$ cat src/rtl/apb_master_ctrl.sv
// APB3 master: turns a valid/ready command stream into APB transfers, one response per command.
// Supports pready wait states, pslverr, optional wait-state timeout and back-to-back transfers.
module apb_master_ctrl #(
    parameter int unsigned ADDR_W  = 8,
    parameter int unsigned DATA_W  = 32,
    parameter int unsigned TIMEOUT = 16
) (
    input  logic              clk,
    input  logic              rst_n,
    input  logic              cmd_valid,
    output logic              cmd_ready,
    input  logic              cmd_write,
    input  logic [ADDR_W-1:0] cmd_addr,
    input  logic [DATA_W-1:0] cmd_wdata,
    output logic              rsp_valid,
    output logic [DATA_W-1:0] rsp_rdata,
    output logic              rsp_err,
    output logic              rsp_timeout,
    output logic              psel,
    output logic              penable,
    output logic              pwrite,
    output logic [ADDR_W-1:0] paddr,
    output logic [DATA_W-1:0] pwdata,
    input  logic [DATA_W-1:0] prdata,
    input  logic              pready,
    input  logic              pslverr
);

    // Keep the counter at least one bit wide so TIMEOUT=0 still elaborates.
    localparam int unsigned      CntW       = (TIMEOUT > 0) ? $clog2(TIMEOUT + 1) : 1;
    localparam logic [CntW-1:0] TimeoutCnt = CntW'(TIMEOUT);

    typedef enum logic [1:0] {StIdle, StSetup, StAccess} state_e;

    state_e          state_q;
    logic [CntW-1:0] wait_cnt_q;
    logic            timed_out;
    logic            complete;
    logic            accept;

    assign timed_out = (TIMEOUT > 0) && (wait_cnt_q == TimeoutCnt);
    assign complete  = (state_q == StAccess) && (pready || timed_out);
    assign cmd_ready = (state_q == StIdle) || complete;
    assign accept    = cmd_valid && cmd_ready;

    always_ff @(posedge clk or negedge rst_n) begin
        if (!rst_n) begin
            state_q     <= StIdle;
            wait_cnt_q  <= '0;
            psel        <= 1'b0;
            penable     <= 1'b0;
            pwrite      <= 1'b0;
            paddr       <= '0;
            pwdata      <= '0;
            rsp_valid   <= 1'b0;
            rsp_rdata   <= '0;
            rsp_err     <= 1'b0;
            rsp_timeout <= 1'b0;
        end else begin
            rsp_valid <= 1'b0;
            unique case (state_q)
                StIdle: begin
                    if (accept) begin
                        psel    <= 1'b1;
                        pwrite  <= cmd_write;
                        paddr   <= cmd_addr;
                        pwdata  <= cmd_wdata;
                        state_q <= StSetup;
                    end
                end
                StSetup: begin
                    penable    <= 1'b1;
                    wait_cnt_q <= '0;
                    state_q    <= StAccess;
                end
                StAccess: begin
                    if (complete) begin
                        // pready has priority over a timeout landing on the same cycle.
                        rsp_valid   <= 1'b1;
                        rsp_timeout <= !pready;
                        rsp_err     <= pready ? pslverr : 1'b1;
                        rsp_rdata   <= (pready && !pwrite) ? prdata : '0;
                        penable     <= 1'b0;
                        if (accept) begin
                            pwrite  <= cmd_write;
                            paddr   <= cmd_addr;
                            pwdata  <= cmd_wdata;
                            state_q <= StSetup;
                        end else begin
                            psel    <= 1'b0;
                            pwrite  <= 1'b0;
                            paddr   <= '0;
                            pwdata  <= '0;
                            state_q <= StIdle;
                        end
                    end else if (wait_cnt_q != '1) begin
                        wait_cnt_q <= wait_cnt_q + 1'b1;
                    end
                end
                default: state_q <= StIdle;
            endcase
        end
    end

endmodule
$ cat config.mk
export PLATFORM = sky130hd
export DESIGN_NAME = apb_master_ctrl
export DESIGN_NICKNAME = d
export VERILOG_FILES = /design/src/rtl/apb_master_ctrl.sv
export SDC_FILE = /design/constraint.sdc
export NUM_CORES = 1
export LEC_CHECK = 0
export ABC_AREA = 1
export BUFFER_PORTS_ARGS = -buffer_cell sky130_fd_sc_hd__buf_2
export CORE_UTILIZATION = 34
export CTS_CLUSTER_SIZE = 28
export DETAILED_ROUTE_END_ITERATION = 10
export PLACE_DENSITY = 0.7
export SETUP_SLACK_MARGIN = 0.05
export SLEW_MARGIN = 10
export SYNTH_ARGS = -nofsm -noshare
export SYNTH_HDL_FRONTEND = slang
export SYNTH_SLANG_ARGS = --single-unit
$ cat constraint.sdc
create_clock -name clk -period 2.19 [get_ports clk]
set_clock_uncertainty 0.15 [all_clocks]
set_input_delay 0.3285 -clock clk [delete_from_list [all_inputs] [get_ports clk]]
set_output_delay 0.3285 -clock clk [all_outputs]
set_load 0.1 [all_outputs]
==> results.json <==
{
  "cap_violations": 0,
  "worst_slack_ps": 103,
  "cts_tree": "done",
  "final_core_util_pct": 46.7,
  "tightest_slew_ps": 1190,
  "drtAntennaViolNets": 0,
  "synth_area_um2": 3890,
  "initial_core_util_pct": 35.5,
  "cts_root_buf": "clkbuf_16",
  "final_cell_mix": "178 x nand2_1, 154 x buf_2, 85 x dfrtp_1, 82 x inv_1, 45 x nor2_1",
  "synth_nets": 567,
  "dpl_worst_slack_ps": 182,
  "worst_path_max_delay_cell": "dfrtp_1",
  "timing.fmax_ghz": 0.479,
  "grt-ovfl-total": 0,
  "avgSynthCellArea_um2": 8.08,
  "critical_path_arrival_ps": 1610,
  "ys_ff_latch": 85,
  "cpMostUsedCell": "nand2_1",
  "run_status": "completed",
  "clk_path_buf_depth": 2,
  "r2r-start": "wait_cnt_q[0]$_DFFE_PN0P_",
  "drtIter0Drc": 208,
  "n_antenna_cell": 0,
  "postCtsSetupBuffers": 0,
  "via_count": 3384,
  "max_stage_delay_ps": 390,
  "synth_area_leaders": "dfrtp_1 55%, nand2_1 17%, inv_1 7.9%",
  "dr.pass1.iters": 4,
  "yosysSeqAreaShare_pct": 54.6,
  "final_hold_viol_count": 0,
  "slew_headroom_pct": 20.8,
  "hpwl_um": 6220,
  "cp-start-kind": "register",
  "die_area_um2": 11900,
  "numCtsBuffers": 9,
  "crit_start": "wait_cnt_q[0]$_DFFE_PN0P_",
  "critPathCaptureType": "output port",
  "crit_type": "reg2out",
  "numClockSinks": 85,
  "drc": 0,
  "min_path_type": "in2reg",
  "final_cells": 772,
  "min_period_ps": 2090,
  "drive_gt1_share_pct": 29.1,
  "yosys.cell_types.count": 21,
  "synth_top_cell_by_area": "dfrtp_1",
  "numPortBuffers": 156,
  "reg2reg_depth": 13,
  "ys_warn_count": 0,
  "routabilityCongestion": 0.721,
  "hold_start": "pready",
  "grt_pass1_wl_um": 14300,
  "num_rows": 38,
  "nets": 715,
  "die_w_um": 109,
  "detail_route.wl_per_cell_um": 11.4,
  "holdPathStages": 2,
  "final_common_cell": "nand2_1",
  "critPathMaxFanout": 4,
  "finalCritPeriodShare_pct": 95.3,
  "crit_chain": "inv_1, ha_1, nand2_1, inv_1, nand2_1, nand2_1, nand2_2, nand2_2, buf_12",
  "finalSetupTns_ps": 0,
  "die_y_um": 109,
  "grt_antenna_before_repair": 0,
  "synthCells": 482,
  "grt_pass1_vias": 3204,
  "slew_violations": 0,
  "crit_required_ps": 1710,
  "htree_num_levels": 3,
  "place_inst": 758,
  "io-pin-count": 157,
  "wirelength_um": 8800,
  "syn_to_final_growth_pct": 31.7,
  "clk_pin_slew_worst_paths_ps": 60,
  "viasPerCell": 4.38,
  "clkLatencyLatePin_ps": 340,
  "yosys.area.top_type_share_pct": 54.6,
  "grt_start_max_net_pins": 84,
  "setup_viol": 0,
  "core_area_um2": 11000,
  "grt.total_usage_pct": 15.5,
  "rsz0062_at_grt": "yes"
}
## registers in the layout (all words and copies together), names as in the netlist, 2 cells and up
name and cells:
paddr 8, pwdata 32, rsp_rdata 32, state_q 2, wait_cnt_q 5
## per-stage QoR
step | cell area, um2 | hold slack (ps)
floorplan | 3890 | -117
CTS | 5120 | 59.2
global route | 5130 | 57.7
detailed placement | 4810 | 222
finish | 5130 | 64.7
global placement | 4810 | 212
## path summary, 6_finish.rpt
kind                                             end  slack (ps)
min in group asynchronous  wait_cnt_q[4]$_DFFE_PN0P_         380
hold reg to reg               pwdata[12]$_DFFE_PN0P_         320
setup reg to reg                paddr[3]$_DFFE_PN0P_         290
setup / recovery                           cmd_ready         100
hold / removal               rsp_timeout$_DFFE_PN0P_          60
max in group asynchronous     pwdata[23]$_DFFE_PN0P_         880
## repair_timing
action                                 in CTS  in global routing
resized for setup                           0                  3
setup endpoints to repair                   0                 46
endpoints found under the hold margin      42                  0
hold buffers                                1                  0
## kinds of logic (layout without fill, tap and decap cells)
group / Yosys count / count (layout) / synth area share (%)
AOI/OAI and AO/OA: 46 / 46 / 8.03
adders and majority gates: 7 / 7 / 2.25
DFF: 85 / 85 / 54.6
and+or+nand+nor: 234 / 234 / 23.2
buffers and inverters: 109 / 259 / 11.7
xor gates and xnor gates: 1 / 1 / 0.225
## cells in the mapped netlist
| cell | n |
|---|---|
| inv_1 | 82 |
| a21oi_1 | 2 |
| nand2_1 | 179 |
| inv_2 | 2 |
| ha_1 | 7 |
| or2_2 | 2 |
| buf_4 | 8 |
| dfrtp_1 | 85 |
| nor2_1 | 45 |
| o21ai_1 | 1 |
| o31ai_1 | 32 |
| o21ai_0 | 10 |
| nand2_2 | 3 |
| nand3_1 | 3 |
| xor2_1 | 1 |
| clkbuf_1 | 2 |
| buf_1 | 3 |
| buf_2 | 12 |
| nand3_2 | 1 |
| or2_1 | 1 |
| a21boi_0 | 1 |
## worst max-delay path: cells and delay by family, from the launching register on
| kind | cells | cell delay [ps] |
|---|---|---|
| flops | 1 | 390 |
| fa+ha+maj | 1 | 190 |
| buf+inv | 3 | 290 |
| simple gates | 5 | 390 |
## area by class of cell
cell class | count | area [um2]
fill | 1096 | 5850
sequential | 85 | 2130
multi-input combinational | 288 | 1320
timing repair buffer | 162 | 887
inverter | 84 | 315
clock buffer | 11 | 243
tap | 140 | 175
clock inverter | 2 | 60.1
## layer usage
layer,vias up,GRT usage [%],share of wire (%)
met5,-,0,0
met4,0,7.24,1.8
met3,12,4.42,5.8
met2,94,25.7,48
met1,1544,18.5,44
li1,1734,-,-
Power is left out: the tool's default activity adds up to more than one toggle a clock period on the data nets, which glitch-free logic cannot reach.
